`src/rtl/bvm_pkg.sv`:
```
// Shared definitions for the beverage vending controller.
//   state_t       : controller state encoding (IDLE, BREW, DONE)
//   SEL_0..SEL_3  : beverage select codes carried on the request bus
//   T_SELx_DEF    : default brew times in clock cycles per select code
package bvm_pkg;

  typedef enum logic [1:0] {
    IDLE = 2'd0,
    BREW = 2'd1,
    DONE = 2'd2
  } state_t;

  localparam logic [1:0] SEL_0 = 2'b00;
  localparam logic [1:0] SEL_1 = 2'b01;
  localparam logic [1:0] SEL_2 = 2'b10;
  localparam logic [1:0] SEL_3 = 2'b11;

  localparam int unsigned T_SEL0_DEF = 4;
  localparam int unsigned T_SEL1_DEF = 6;
  localparam int unsigned T_SEL2_DEF = 8;
  localparam int unsigned T_SEL3_DEF = 10;
  localparam int unsigned CNT_W_DEF  = 4;

endpackage

```
`src/rtl/bvm_if.sv`:
```
// Request/status bus between the front-panel logic and the vending controller.
//   d     : request strobe (rising edge = request)
//   in    : 2-bit beverage select code
//   valid : one-cycle "beverage ready" pulse
//   busy  : request in progress
// master = request source (front panel), slave = vending controller.
interface bvm_if;
  logic       d;
  logic [1:0] in;
  logic       valid;
  logic       busy;

  modport master (output d, output in, input valid, input busy);
  modport slave  (input d, input in, output valid, output busy);
endinterface

```
`src/rtl/bvm_brew_timer.sv`:
```
// Loadable down-counter used to time a brew.
//   clk, rst_n   : clock, asynchronous active-low reset
//   i_load       : load i_load_val (has priority over i_dec)
//   i_load_val   : value to load
//   i_dec        : decrement by one
//   o_zero       : count is zero
// The owner only decrements while the count is non-zero, so it never wraps.
module bvm_brew_timer #(
  parameter int unsigned CNT_W = 4
) (
  input  logic             clk,
  input  logic             rst_n,
  input  logic             i_load,
  input  logic [CNT_W-1:0] i_load_val,
  input  logic             i_dec,
  output logic             o_zero
);

  logic [CNT_W-1:0] r_count;

  always_ff @(posedge clk or negedge rst_n) begin
    if (!rst_n) begin
      r_count <= '0;
    end else if (i_load) begin
      r_count <= i_load_val;
    end else if (i_dec) begin
      r_count <= r_count - 1'b1;
    end
  end

  assign o_zero = (r_count == '0);

endmodule

```
`src/rtl/beverage_vending_machine.sv`:
```
// Beverage vending controller.
//   clk   : system clock, rising edge
//   rst_n : asynchronous active-low reset
//   bus   : bvm_if.slave -- d/in request from the front panel,
//           valid/busy status to the dispenser and front panel
// A rising edge on d in IDLE accepts a request, latches the select code and
// loads the brew timer with T_SEL[in]-1. BREW runs until the timer reaches
// zero, DONE then pulses valid for one cycle. Accepted at edge k, valid is
// high from edge k+T to edge k+T+1 and busy from edge k to edge k+T+1.
module beverage_vending_machine
  import bvm_pkg::*;
#(
  parameter int unsigned T_SEL0 = T_SEL0_DEF,
  parameter int unsigned T_SEL1 = T_SEL1_DEF,
  parameter int unsigned T_SEL2 = T_SEL2_DEF,
  parameter int unsigned T_SEL3 = T_SEL3_DEF,
  parameter int unsigned CNT_W  = CNT_W_DEF
) (
  input  logic  clk,
  input  logic  rst_n,
  bvm_if.slave  bus
);

  state_t           r_state;
  logic             r_d_prev;
  logic [1:0]       r_sel;
  logic             r_valid;
  logic             r_busy;

  logic             w_req;
  logic [1:0]       w_sel;
  logic [CNT_W-1:0] w_load_val;
  logic             w_load;
  logic             w_dec;
  logic             w_zero;

  assign w_req = bus.d & ~r_d_prev;

  // Live code while idle (acceptance cycle), latched code for the rest of
  // the request; the timer only loads in IDLE, so later changes on `in`
  // cannot affect a brew in progress.
  assign w_sel = (r_state == IDLE) ? bus.in : r_sel;

  always_comb begin
    w_load_val = '0;
    case (w_sel)
      SEL_0:   w_load_val = CNT_W'(T_SEL0 - 1);
      SEL_1:   w_load_val = CNT_W'(T_SEL1 - 1);
      SEL_2:   w_load_val = CNT_W'(T_SEL2 - 1);
      default: w_load_val = CNT_W'(T_SEL3 - 1);
    endcase
  end

  assign w_load = (r_state == IDLE) && w_req;
  assign w_dec  = (r_state == BREW) && !w_zero;

  bvm_brew_timer #(
    .CNT_W (CNT_W)
  ) u_timer (
    .clk        (clk),
    .rst_n      (rst_n),
    .i_load     (w_load),
    .i_load_val (w_load_val),
    .i_dec      (w_dec),
    .o_zero     (w_zero)
  );

  always_ff @(posedge clk or negedge rst_n) begin
    if (!rst_n) begin
      r_state  <= IDLE;
      r_d_prev <= 1'b0;
      r_sel    <= 2'b00;
      r_valid  <= 1'b0;
      r_busy   <= 1'b0;
    end else begin
      r_d_prev <= bus.d;
      case (r_state)
        IDLE: begin
          r_valid <= 1'b0;
          if (w_req) begin
            r_sel   <= bus.in;
            r_state <= BREW;
            r_busy  <= 1'b1;
          end else begin
            r_busy  <= 1'b0;
          end
        end
        BREW: begin
          r_busy <= 1'b1;
          if (w_zero) begin
            r_state <= DONE;
            r_valid <= 1'b1;
          end
        end
        DONE: begin
          // Requests seen on this edge are dropped, not queued.
          r_state <= IDLE;
          r_valid <= 1'b0;
          r_busy  <= 1'b0;
        end
        default: begin
          r_state <= IDLE;
          r_valid <= 1'b0;
          r_busy  <= 1'b0;
        end
      endcase
    end
  end

  assign bus.valid = r_valid;
  assign bus.busy  = r_busy;

endmodule

```
`src/flat_wrapper.sv`:
```
// flat-port wrapper written by rule: the top's interface ports become plain ports
module beverage_vending_machine_flat import bvm_pkg::*;
#(
  parameter int unsigned T_SEL0 = T_SEL0_DEF,
  parameter int unsigned T_SEL1 = T_SEL1_DEF,
  parameter int unsigned T_SEL2 = T_SEL2_DEF,
  parameter int unsigned T_SEL3 = T_SEL3_DEF,
  parameter int unsigned CNT_W  = CNT_W_DEF
)
  (clk, rst_n, bus_d, bus_in, bus_valid, bus_busy);
  bvm_if bus_i ();
  input  logic clk;
  input  logic rst_n;
  input wire logic [$bits(bus_i.d)-1:0] bus_d;
  input wire logic [$bits(bus_i.in)-1:0] bus_in;
  output wire logic [$bits(bus_i.valid)-1:0] bus_valid;
  output wire logic [$bits(bus_i.busy)-1:0] bus_busy;
  assign bus_i.d = bus_d;
  assign bus_i.in = bus_in;
  assign bus_valid = bus_i.valid;
  assign bus_busy = bus_i.busy;
  beverage_vending_machine #(.T_SEL0(T_SEL0), .T_SEL1(T_SEL1), .T_SEL2(T_SEL2), .T_SEL3(T_SEL3), .CNT_W(CNT_W)) u_core (.clk(clk), .rst_n(rst_n), .bus(bus_i));
endmodule
```
`config.mk`:
```
export PLATFORM = sky130hd
export DESIGN_NAME = beverage_vending_machine_flat
export DESIGN_NICKNAME = d
export VERILOG_FILES = /design/src/rtl/bvm_pkg.sv /design/src/rtl/bvm_if.sv /design/src/rtl/bvm_brew_timer.sv /design/src/rtl/beverage_vending_machine.sv /design/src/flat_wrapper.sv
export SDC_FILE = /design/constraint.sdc
export NUM_CORES = 1
export LEC_CHECK = 0
export BUFFER_PORTS_ARGS = -buffer_cell sky130_fd_sc_hd__buf_2
export CAP_MARGIN = 20
export CORE_AREA = 2 2 39 41
export DETAILED_ROUTE_END_ITERATION = 12
export DIE_AREA = 0 0 41 43
export PLACE_DENSITY_LB_ADDON = 0.12
export SLEW_MARGIN = 20
export SYNTH_ARGS = -nofsm -noshare
export SYNTH_HDL_FRONTEND = slang
export SYNTH_SLANG_ARGS = --single-unit
```
`constraint.sdc`:
```
create_clock -name clk -period 1.7 [get_ports clk]
set_clock_uncertainty 0.05 [all_clocks]
set_input_delay 0.085 -clock clk [delete_from_list [all_inputs] [get_ports clk]]
set_output_delay 0.085 -clock clk [all_outputs]
set_load 0.01 [all_outputs]
```
# Yosys cells after proc, flatten, opt, wreduce, memory -nomap -nowiden
# Index checks and enable logic that the tools add are counted.
[classes]
reduce_logical = 9
n_addsub = 1
muxes = 11
eq_ne = 5
n_bitwise = 2
[op_table]
columns = ["op", "n"]
rows = [
  ["4-bit case mux with 3 select lines", 1],
  ["4-bit two-way mux", 2],
  ["2-bit two-way mux", 3],
  ["2-bit by 1-bit equality test with 1-bit output, second input constant", 2],
  ["2-bit logical NOT", 2],
  ["4-bit logical NOT", 1],
  ["2-bit by 1-bit inequality test with 1-bit output, second input constant", 2],
  ["2-bit case mux with 2 select lines", 1],
  ["2-bit AND reduction", 2],
  ["4-bit by 1-bit subtractor with 4-bit output, second input constant", 1],
  ["1-bit two-way mux", 3],
  ["2-bit equality test, second input constant", 1],
  ["1-bit logical AND", 2],
  ["1-bit case mux with 2 select lines", 1],
  ["2-bit nonzero test", 1],
  ["1-bit bitwise AND", 1],
  ["1-bit logical NOT", 1],
  ["1-bit NOT", 1],
]
[totals]
wordCells = 34
regBits = 11
output_inout_bits = 2

# Logic depth before layout (Yosys ltp)
# Gate-level depths: netlist (run 1).
[depth]
depth_word = 5
depth_mapped = 5

# Cells and area by module
# From an unflattened synthesis (run 1), not the netlist that was laid out.
[unflattened]
cells_unflattened = 49
hier_area_um2 = 566.8
[modules_own_cells]
columns = ["module", "area_each_um2", "n_inst", "cells_per_inst"]
rows = [
  ["beverage_vending_machine", 336.6, 1, 28],
  ["bvm_brew_timer", 230.2, 1, 21],
]

# Worst setup path after synthesis (run 1)
# OpenSTA, ideal clock, no wires.
[synth_path]
path_type = "register to register"
from = "register u_core.r_state[0]"
to = "register u_core.u_timer.r_count[2]"
setup_time_ns = 0.126
path_stages_with_launch = 6
path_slack_ns = 0.257
t_required_ns = 1.524
period_less_slack_ns = 1.443
path_buffers = 0
arrival_time_ns = 1.266
cell_sequence = "dfrtp_1 nor2_1 mux2_2 ha_1 nor2_1 a21oi_1"
[synth_between]
elab_chain_cells = 5
word_cells_on_any_way = 11
[synth_lines]
columns = ["item", "line_no", "rtl"]
rows = [
  ["from (decl)", "beverage_vending_machine.sv:24", "state_t r_state;"],
  ["from (signal assigned)", "beverage_vending_machine.sv:70", "r_state <= IDLE;"],
  ["from (signal assigned)", "beverage_vending_machine.sv:82", "r_state <= BREW;"],
  ["from (signal assigned)", "beverage_vending_machine.sv:91", "r_state <= DONE;"],
  ["2-bit logical NOT", "beverage_vending_machine.sv:42, beverage_vending_machine.sv:54", ""],
  ["2-bit two-way mux", "beverage_vending_machine.sv:42", "assign w_sel = (r_state == IDLE) ? bus.in : r_sel;"],
  ["2-bit equality test, or another cell as far along", "beverage_vending_machine.sv:46", "case (w_sel)"],
  ["4-bit case mux with 3 select lines", "beverage_vending_machine.sv:46", ""],
  ["4-bit two-way mux", "bvm_brew_timer.sv:24", "end else if (i_load) begin"],
  ["to (signal assigned)", "bvm_brew_timer.sv:25", "r_count <= i_load_val;"],
  ["to (signal assigned)", "bvm_brew_timer.sv:27", "r_count <= r_count - 1'b1;"],
  ["to (decl)", "bvm_brew_timer.sv:19", "logic [CNT_W-1:0] r_count;"],
]
# Parallel ways exist; a longest one is shown, timed or not.
# A chain may end at the register's enable or synchronous reset.

# Final worst setup path (run 1)
[layout_path]
from = "register u_core.r_state[1]"
to = "register u_core.u_timer.r_count[2]"
# Same word-level chain as after synthesis.

==> results.sh, run 1 <==
export IMPL_status="finished clean"
export IMPL_gp_congestion=0.799
export IMPL_hold_depth=2
export IMPL_drtPass1Iterations=3
export IMPL_layout_drive_gt1_share_pct=28.3
export IMPL_yosysWarnings=0
export IMPL_synthAdderAreaFrac_pct=4.84
export IMPL_crit_buf_inv=1
export IMPL_wl_per_cell_um=12.6
export IMPL_synth_area_leaders="dfrtp_1 53%, mux2_2 6.5%, ha_1 4.8%"
export IMPL_io_pins=7
export IMPL_ir_worst_vdd_uv=644
export IMPL_vias=381
export IMPL_start_util_pct=37.3
export IMPL_power_leakage_nw=0.306
export IMPL_drc_errors=0
export IMPL_htreeDepth=1
export IMPL_finalSetupViolations=0
export IMPL_hold_end="u_core.r_sel[1]"
export IMPL_worstPathArrival_ps=1660
export IMPL_post_route_min_period_ps=1570
export IMPL_power_internal_w=0.000695
export IMPL_via_per_inst=5.01
export IMPL_postCtsSetupBuffers=0
export IMPL_synth_top_area_share_pct=53.3
export IMPL_drt_wl_total_um=960
export IMPL_dp_hpwl_um=724
export IMPL_seqPwrFrac_pct=42.6
export IMPL_max_freq_mhz=637
export IMPL_worst_path_dominant_cell_family="simple AND/OR/NAND/NOR gates"
export IMPL_die_x_um=41
export IMPL_required_ps=1800
export IMPL_port_buffers=6
export IMPL_drv_slew=0
export IMPL_avgSynthCellArea_um2=10.8
export IMPL_grt_usage_pct=14.7
export IMPL_antenna_found_initial=0
export IMPL_yosysSeqAreaShare_pct=53.3
export IMPL_finalCritPeriodShare_pct=92.3
export IMPL_netlist_top_cells_count="11 x dfrtp_1, 5 x nor2_1, 4 x o21ai_0"
export IMPL_hp_class="in2reg"
export IMPL_cap_violations=0
export IMPL_core_mm2=0.00138
export IMPL_cts_tree="done"
export IMPL_reg2regPathDepth=4
export IMPL_max_stage_delay_ps=650
export IMPL_crit_chain="or4b_1, buf_4, nor2_1, a21oi_1"
export IMPL_grt_pass1_vias=415
export IMPL_antenna_cells=0
export IMPL_rr_endpoint="u_core.u_timer.r_count[2]"
export IMPL_cts_sinks=11
export IMPL_areaGrowthSynthToFinish_pct=20.6
export IMPL_critPathKind="reg2reg"
export IMPL_die_y_um=43
export IMPL_dieArea_mm2=0.00176
export IMPL_num_rows=14
export IMPL_p_sw_share_pct=35.2
export IMPL_cp_start_kind="flop"
export IMPL_hold_viol=0
export IMPL_ys_ff_latch=11
export IMPL_synth_fp_nets=55
export IMPL_stdcell_count=76
export IMPL_p_clk_share_pct=16.1
export IMPL_synth_ff_type="dfrtp_1"
export IMPL_min_from="bus_in[1]"
export IMPL_crit_path_end_kind="flop"
export IMPL_rsz0062_at_grt="false"
export IMPL_slowest_stage="or4b_1"
export IMPL_synth_edff_count=0
export IMPL_synth_mux_area_share_pct=8.47
export IMPL_cts_max_path_buffers=2
export IMPL_crit_fanout=7
export IMPL_postSynth_asyncResetShare_pct=100
export IMPL_yosysMostFrequentCell="dfrtp_1"
export IMPL_grt_max_degree=12
export IMPL_rrSetupSlack_ps=130
export IMPL_synth_xor_area_share_pct=0
export IMPL_synth_simple_area_share_pct=20.6
export IMPL_cts_root_buf="clkbuf_4"
export IMPL_synth_top_family_by_area="simple AND/OR/NAND/NOR gates"
export IMPL_pwr_share_comb_pct=41.3
export IMPL_clk_pin_slew_ps=70
export IMPL_powerDensity_mw_per_mm2=1720
export IMPL_cts_buffers=3
export IMPL_ant_nets=0
export IMPL_worst_slew_pin_slew_ps=303
export IMPL_synthCells=48
export IMPL_setup_tns_ps=0
export IMPL_synth_compound_area_share_pct=8.72
export IMPL_synth_top_area_cell="dfrtp_1"
export IMPL_relSlewSlack_pct=79.8
export IMPL_r2r_start="u_core.r_state[1]"
export IMPL_grt_pass1_wl_mm=1.68
export IMPL_syn_area_um2=517
export IMPL_grt_overflow=0
export IMPL_insertion_delay_ps=260
export IMPL_holdWs_ps=25.3
export IMPL_final_nets=68
export IMPL_dp_cells=70
export IMPL_synthDistinctLibCells=22
export IMPL_p_sw_w=0.000378
export IMPL_drt_iter0_drc=2
cell usage in the layout, fill, tap and decap left out, drive strengths merged, types with 2 or more instances in the layout:
cell type     n
dfrtp        11
buf           8
nor2          6
o21ai         4
clkbuf        4
mux2          3
inv           3
or3           3
a31oi         2
ha            2
dlygate4sd3   2
through the flow:
step	cell area, um^2	worst slack, ps	total power, W	utilization (%)
5_1_grt	623	50.0	0.00118	45.0
3_5_place_dp	572	149	0.000900	41.3
6_report	623	131	0.00107	45.0
2_1_floorplan	517	257	0.000781	-
4_1_cts	618	139	0.00108	44.7
3_3_place_gp	572	169	0.000877	41.3
timing repair:
action	CTS	global route
hold endpoints to repair	12	0
resized for setup	0	1
hold buffers	2	0
setup endpoints to repair	0	1
how the worst max path moves through the flow:
stage | end | slack [ps] | startpoint | cells after the start
2_1_floorplan | u_core.u_timer.r_count[2] | 260 | u_core.r_state[0] | 5
6_report | u_core.u_timer.r_count[2] | 130 | u_core.r_state[1] | 4
4_1_cts | u_core.u_timer.r_count[2] | 140 | u_core.r_state[1] | 4
5_1_grt | u_core.u_timer.r_count[2] | 50 | u_core.r_state[0] | 4
3_3_place_gp | u_core.u_timer.r_count[2] | 170 | u_core.r_state[0] | 4
3_5_place_dp | u_core.u_timer.r_count[2] | 150 | u_core.r_state[0] | 4
metal layers:
| layer | vias up | GRT usage (%) | wire, um |
|---|---|---|---|
| met5 | - | 0 | 0 |
| met2 | 5 | 22.8 | 464 |
| met4 | 0 | 10.0 | 13 |
| met1 | 183 | 17.1 | 444 |
| li1 | 191 | - | - |
| met3 | 2 | 3.14 | 37 |
power groups by stage:
stage | clock network [W] | registers [W] | logic (W)
final | 0.000173 | 0.000457 | 0.000444
after global routing | 0.000199 | 0.000476 | 0.000504
after CTS | 0.000181 | 0.000452 | 0.000449
after detailed placement | 0 | 0.000458 | 0.000442
after global placement | 0 | 0.000451 | 0.000426
after floorplan | 0 | 0.000450 | 0.000331
layout make-up:
class	instances	area (um^2)
Inverter	3	11.3
Fill cell	136	761
Sequential cell	11	275
Multi-Input combinational cell	32	225
Clock buffer	4	26.3
Timing Repair Buffer	10	65.1
Tap cell	16	20.0
registers in the layout (all words and copies together) (netlist names):
signal,cells
u_core.bus.busy,1
u_core.bus.valid,1
u_core.r_d_prev,1
u_core.r_sel,2
u_core.r_state,2
u_core.u_timer.r_count,4
cells by family after synthesis:
family | count (synthesis)
adders and majority gates | 2
and+or+nand+nor | 18
AOI/OAI and AO/OA | 8
muxes | 4
DFF | 11
buffers and inverters | 5
No activity file was read; power rests on OpenSTA's default activity.
==> inputs of run 2 (changes only) <==
- PLACE_DENSITY: default -> 0.61
- PLACE_DENSITY_LB_ADDON: 0.12 -> default
==> results.sh, run 2 (synthesized netlist as in run 1, its figures left out) <==
export IMPL_status="finished clean"
export IMPL_die_y_um=43
export IMPL_max_freq_mhz=652
export IMPL_areaGrowthSynthToFinish_pct=21.1
export IMPL_die_x_um=41
export IMPL_crit_path_end_kind="flop"
export IMPL_grt_pass1_vias=342
export IMPL_cap_violations=0
export IMPL_cts_sinks=11
export IMPL_top_regs="u_core.u_timer.r_count x4, u_core.r_sel x2, u_core.r_state x2"
export IMPL_reg2regPathDepth=6
export IMPL_p_sw_w=0.000367
export IMPL_grt_max_degree=12
export IMPL_max_flop_register="u_core.u_timer.r_count"
export IMPL_cts_buffers=3
export IMPL_setup_tns_ps=0
export IMPL_post_route_min_period_ps=1530
export IMPL_powerDensity_mw_per_mm2=1720
export IMPL_htreeDepth=1
export IMPL_grt_pass1_wl_mm=1.47
export IMPL_ir_worst_vdd_uv=649
export IMPL_hold_depth=2
export IMPL_cts_max_path_buffers=2
export IMPL_totalPowerFinal_w=0.00108
export IMPL_grt_overflow=0
export IMPL_cp_start_kind="flop"
export IMPL_hp_class="in2reg"
export IMPL_required_ps=1830
export IMPL_holdWs_ps=17.0
export IMPL_finalCritPeriodShare_pct=90.3
export IMPL_drtPass1Iterations=4
export IMPL_worstPathArrival_ps=1670
export IMPL_grt_usage_pct=12.4
export IMPL_power_leakage_nw=0.309
export IMPL_fillers=133
export IMPL_rsz0062_at_grt="false"
export IMPL_num_rows=14
export IMPL_final_nets=69
export IMPL_p_clk_share_pct=16.3
export IMPL_vias=373
export IMPL_drv_slew=0
export IMPL_wl_per_cell_um=11.2
export IMPL_dieArea_mm2=0.00176
export IMPL_antenna_found_initial=0
export IMPL_worst_slew_pin_slew_ps=251
export IMPL_layout_drive_gt1_share_pct=27.9
export IMPL_most_common_layout_cells="11 x dfrtp_1, 6 x buf_2, 5 x nor2_1"
export IMPL_crit_fanout=7
export IMPL_cts_tree="done"
export IMPL_finalSetupViolations=0
export IMPL_antenna_cells=0
export IMPL_cts_resized=0
export IMPL_p_sw_share_pct=34.1
export IMPL_clk_pin_slew_ps=70
export IMPL_ant_nets=0
export IMPL_drt_iter0_drc=4
export IMPL_io_pins=7
export IMPL_layout_commonest_cell="dfrtp_1"
export IMPL_seqPwrFrac_pct=41.7
export IMPL_dp_hpwl_um=616
export IMPL_gp_congestion=0.765
export IMPL_insertion_delay_ps=260
export IMPL_cts_root_buf="clkbuf_4"
export IMPL_port_buffers=6
export IMPL_pwr_share_comb_pct=42.0
export IMPL_critPathKind="reg2reg"
export IMPL_via_per_inst=4.84
export IMPL_power_internal_w=0.000709
export IMPL_drt_wl_total_um=859
export IMPL_core_mm2=0.00138
export IMPL_hold_viol=0
export IMPL_start_util_pct=37.3
export IMPL_relSlewSlack_pct=83.3
export IMPL_drc_errors=0
export IMPL_largest_reg_flops=4
-- run 2: cell count changes in the layout (fill, tap and decap cells not counted) --
cell,delta
buf_4,+1
nor3b_1,+1
nor3b_2,-1
-- run 2: worst paths after layout --
path | startpoint | end | slack, ps
setup / recovery | u_core.u_timer.r_count[0] | u_core.u_timer.r_count[1] | 170
hold / removal | bus_in[1] | u_core.r_sel[1] | 20
setup reg to reg | u_core.u_timer.r_count[0] | u_core.u_timer.r_count[1] | 170
hold reg to reg | u_core.r_sel[0] | u_core.r_sel[0] | 430
max in group asynchronous | rst_n | u_core.u_timer.r_count[0] | 1240
min in group asynchronous | rst_n | u_core.r_d_prev | 160
-- run 2: timing repair --
item                      4_1_cts  5_1_grt
hold endpoints to repair       12        0
buffers inserted                0        0
hold buffers                    2        0
-- run 2: final cells by class --
cell class                      instances  area, um^2  area share, %
Sequential cell                        11         275           44.0
Timing Repair Buffer                   11        72.6           11.6
Inverter                                3        11.3           1.80
Multi-Input combinational cell         32         220           35.2
Tap cell                               16        20.0           3.20
Clock buffer                            4        26.3           4.20
-- run 2: critical path, cell delays in order, from the launching register on --
cell     delay, ps
dfrtp_1        370
inv_1           50
ha_1           210
nor3b_1        140
buf_4          150
or3_1          300
a31oi_1        180
-- run 2: per-stage QoR --
stage,instance area (um^2),cells,utilization (%),setup WS [ps]
2_1_floorplan,517,48,-,257
3_3_place_gp,579,71,41.9,186
3_5_place_dp,579,71,41.9,165
4_1_cts,626,77,45.2,148
5_1_grt,626,77,45.2,46.2
6_report,626,77,45.2,165
-- run 2: metal layers --
metal  share of wire (%)  vias to the layer above  global-route usage [%]
met5                   0                        -                       0
met4                 1.9                        0                    6.00
met3                 5.4                        2                    3.14
met2                  41                        8                    15.6
met1                  52                      169                    19.3
li1                    -                      194                       -
-- run 2: power groups by stage --
stage                     clock network [W]  registers, W  logic (W)
after floorplan                           0      0.000450   0.000331
after global placement                    0      0.000455   0.000448
after detailed placement                  0      0.000455   0.000454
after CTS                          0.000178      0.000451   0.000462
after global routing               0.000192      0.000474   0.000529
final                              0.000176      0.000448   0.000452
==> inputs of run 3 (changes only) <==
- ABC_AREA: default -> 1
- PLACE_DENSITY: 0.61 -> 0.64
- SETUP_SLACK_MARGIN: default -> 0.4
==> results.sh, run 3 <==
export IMPL_status="finished clean"
export IMPL_layout_commonest_cell="nand2_1"
export IMPL_crit_path_end_kind="flop"
export IMPL_relSlewSlack_pct=82.6
export IMPL_multiInputGateArea_um2=284
export IMPL_synthCells=68
export IMPL_final_nets=96
export IMPL_ant_nets=0
export IMPL_synth_ff_type="dfrtp_1"
export IMPL_cts_max_path_buffers=2
export IMPL_synthAdderAreaFrac_pct=4.50
export IMPL_cts_root_buf="clkbuf_4"
export IMPL_final_cell_area_um2=764
export IMPL_drt_wl_total_mm=1.14
export IMPL_stdcell_count=104
export IMPL_largest_reg_flops=4
export IMPL_layout_drive_gt1_share_pct=37.5
export IMPL_finalSetupViolations=0
export IMPL_io_pins=7
export IMPL_grt_pass1_wl_mm=1.86
export IMPL_cts_tree="done"
export IMPL_synthDistinctLibCells=13
export IMPL_htreeDepth=1
export IMPL_grt_overflow=0
export IMPL_port_buffers=6
export IMPL_synth_area_leaders="dfrtp_1 50%, nand2_1 13%, inv_1 8.1%"
export IMPL_r2r_start="u_core.r_state[0]"
export IMPL_rsz0062_at_grt="true"
export IMPL_yosysMostFrequentCell="nand2_1"
export IMPL_netlist_top_cells_count="19 x nand2_1, 12 x inv_1, 11 x dfrtp_1"
export IMPL_post_route_min_period_ps=1320
export IMPL_synth_fp_nets=75
export IMPL_worst_slew_pin_slew_ps=261
export IMPL_synth_edff_count=0
export IMPL_hp_class="in2reg"
export IMPL_drc_errors=0
export IMPL_ir_worst_vdd_uv=880
export IMPL_cts_buffers=3
export IMPL_vias=507
export IMPL_synth_compound_area_share_pct=8.56
export IMPL_grt_pass1_vias=434
export IMPL_core_mm2=0.00138
export IMPL_regArea_um2=275
export IMPL_dieArea_mm2=0.00176
export IMPL_worst_slack_ps=382
export IMPL_yosysWarnings=0
export IMPL_setup_worst_path_start="u_core.r_state[0]"
export IMPL_insertion_delay_ps=270
export IMPL_min_from="bus_in[0]"
export IMPL_clk_pin_slew_ps=80
export IMPL_drtPass1Iterations=4
export IMPL_grt_max_degree=12
export IMPL_via_per_inst=4.88
export IMPL_synth_top_area_cell="dfrtp_1"
export IMPL_crit_fanout=3
export IMPL_max_flop_register="u_core.u_timer.r_count"
export IMPL_drv_slew=0
export IMPL_die_x_um=41
export IMPL_antenna_found_initial=0
export IMPL_antenna_cells=0
export IMPL_powerDensity_mw_per_mm2=1950
export IMPL_yosysSeqAreaShare_pct=49.5
export IMPL_synth_top_area_share_pct=49.5
export IMPL_required_ps=1820
export IMPL_drt_iter0_drc=9
export IMPL_setup_tns_ps=0
export IMPL_synth_simple_area_share_pct=28.6
export IMPL_fillers=132
export IMPL_top_regs="u_core.u_timer.r_count x4, u_core.r_sel x2, u_core.r_state x2"
export IMPL_worstPathArrival_ps=1440
export IMPL_dp_hpwl_um=767
export IMPL_syn_area_um2=556
export IMPL_dp_cells=90
export IMPL_num_rows=14
export IMPL_grt_usage_pct=15.6
export IMPL_max_freq_mhz=759
export IMPL_critPathKind="reg2reg"
export IMPL_gp_congestion=0.796
export IMPL_cts_sinks=11
export IMPL_power_leakage_nw=0.392
export IMPL_finalCritPeriodShare_pct=77.5
export IMPL_hold_viol=0
export IMPL_synth_top_family_by_area="simple AND/OR/NAND/NOR gates"
export IMPL_placed_area_um2=606
export IMPL_synth_mux_area_share_pct=0
export IMPL_most_common_layout_cells="16 x nand2_1, 11 x dfrtp_1, 9 x inv_1"
export IMPL_start_util_pct=40.1
export IMPL_avgSynthCellArea_um2=8.17
export IMPL_die_y_um=43
export IMPL_dp_slack_ps=319
export IMPL_synth_xor_area_share_pct=0
export IMPL_cap_violations=0
export IMPL_ys_ff_latch=11
export IMPL_wl_per_cell_um=10.9
export IMPL_cp_start_kind="flop"
export IMPL_postSynth_asyncResetShare_pct=100
export IMPL_areaGrowthSynthToFinish_pct=37.6
[run 3: cell types whose count changed in the layout (fill, tap and decap cells not counted), sizes merged, moves of 2 or more]
cell / before / now
buf: 9 / 14
a31oi: 2 / 0
inv: 3 / 13
nand2: 1 / 20
mux2: 3 / 0
o21ai: 4 / 8
or3: 3 / 0
nand3: 1 / 6
[run 3: area by class of cell]
class	instances	share of cell area, %
sequential	11	36.0
timing repair buffer	16	14.4
inverter	13	6.38
tap	16	2.62
clock buffer	4	3.44
multi-input combinational	44	37.2
[run 3: path summary, 6_finish.rpt]
check	depth (start not counted)	end	slack, ps
setup / recovery	8	u_core.u_timer.r_count[2]	380
hold / removal	3	u_core.r_sel[0]	30
setup reg to reg	8	u_core.u_timer.r_count[2]	380
hold reg to reg	1	u_core.bus.valid	440
max in group asynchronous	2	u_core.u_timer.r_count[1]	1240
min in group asynchronous	2	u_core.r_sel[0]	150
[run 3: logic make-up after synthesis]
kind of cell	Yosys count
fa+ha+maj	2
buf+inv	13
flops	11
compound gates	9
simple gates	33
[run 3: per-stage QoR]
stage	power, W	utilization (%)	hold WS, ps
after floorplan	0.000874	-	-261
final	0.00149	55.2	27.3
after global placement	0.000989	43.8	-81.4
after detailed placement	0.00101	43.8	-77.1
after global routing	0.00164	55.2	64.5
after CTS	0.00129	49.6	21.7
[run 3: report_power, final]
group | total [W] | switching (W) | internal [W]
combinational | 0.000846 | 0.000459 | 0.000388
sequential | 0.000451 | 0.0000723 | 0.000378
clock | 0.000190 | 0.0000990 | 0.0000910
[run 3: metal layers]
layer | part of all wire [%] | GRT usage (%) | up-vias
met5 | 0 | 0 | -
met4 | 3.0 | 8.00 | 0
met3 | 3.5 | 3.14 | 5
met2 | 50 | 20.6 | 7
met1 | 43 | 23.2 | 246
li1 | - | - | 249
[run 3: timing repair]
action / in CTS / in global routing
pin swaps: 2 / 6
hold buffers: 2 / 0
buffers inserted: 3 / 5
resized for setup: 8 / 10
setup endpoints to repair: 4 / 5
endpoints found under the hold margin: 12 / 0
[run 3: worst max-delay path: stages (launching register included)]
cell and delay [ps]:
dfrtp_1 420, nor2_4 170, nand2_2 70, o21ai_2 60
ha_1 240, nand2_1 60, nand2_1 50, nand2_1 60
nand2_1 40
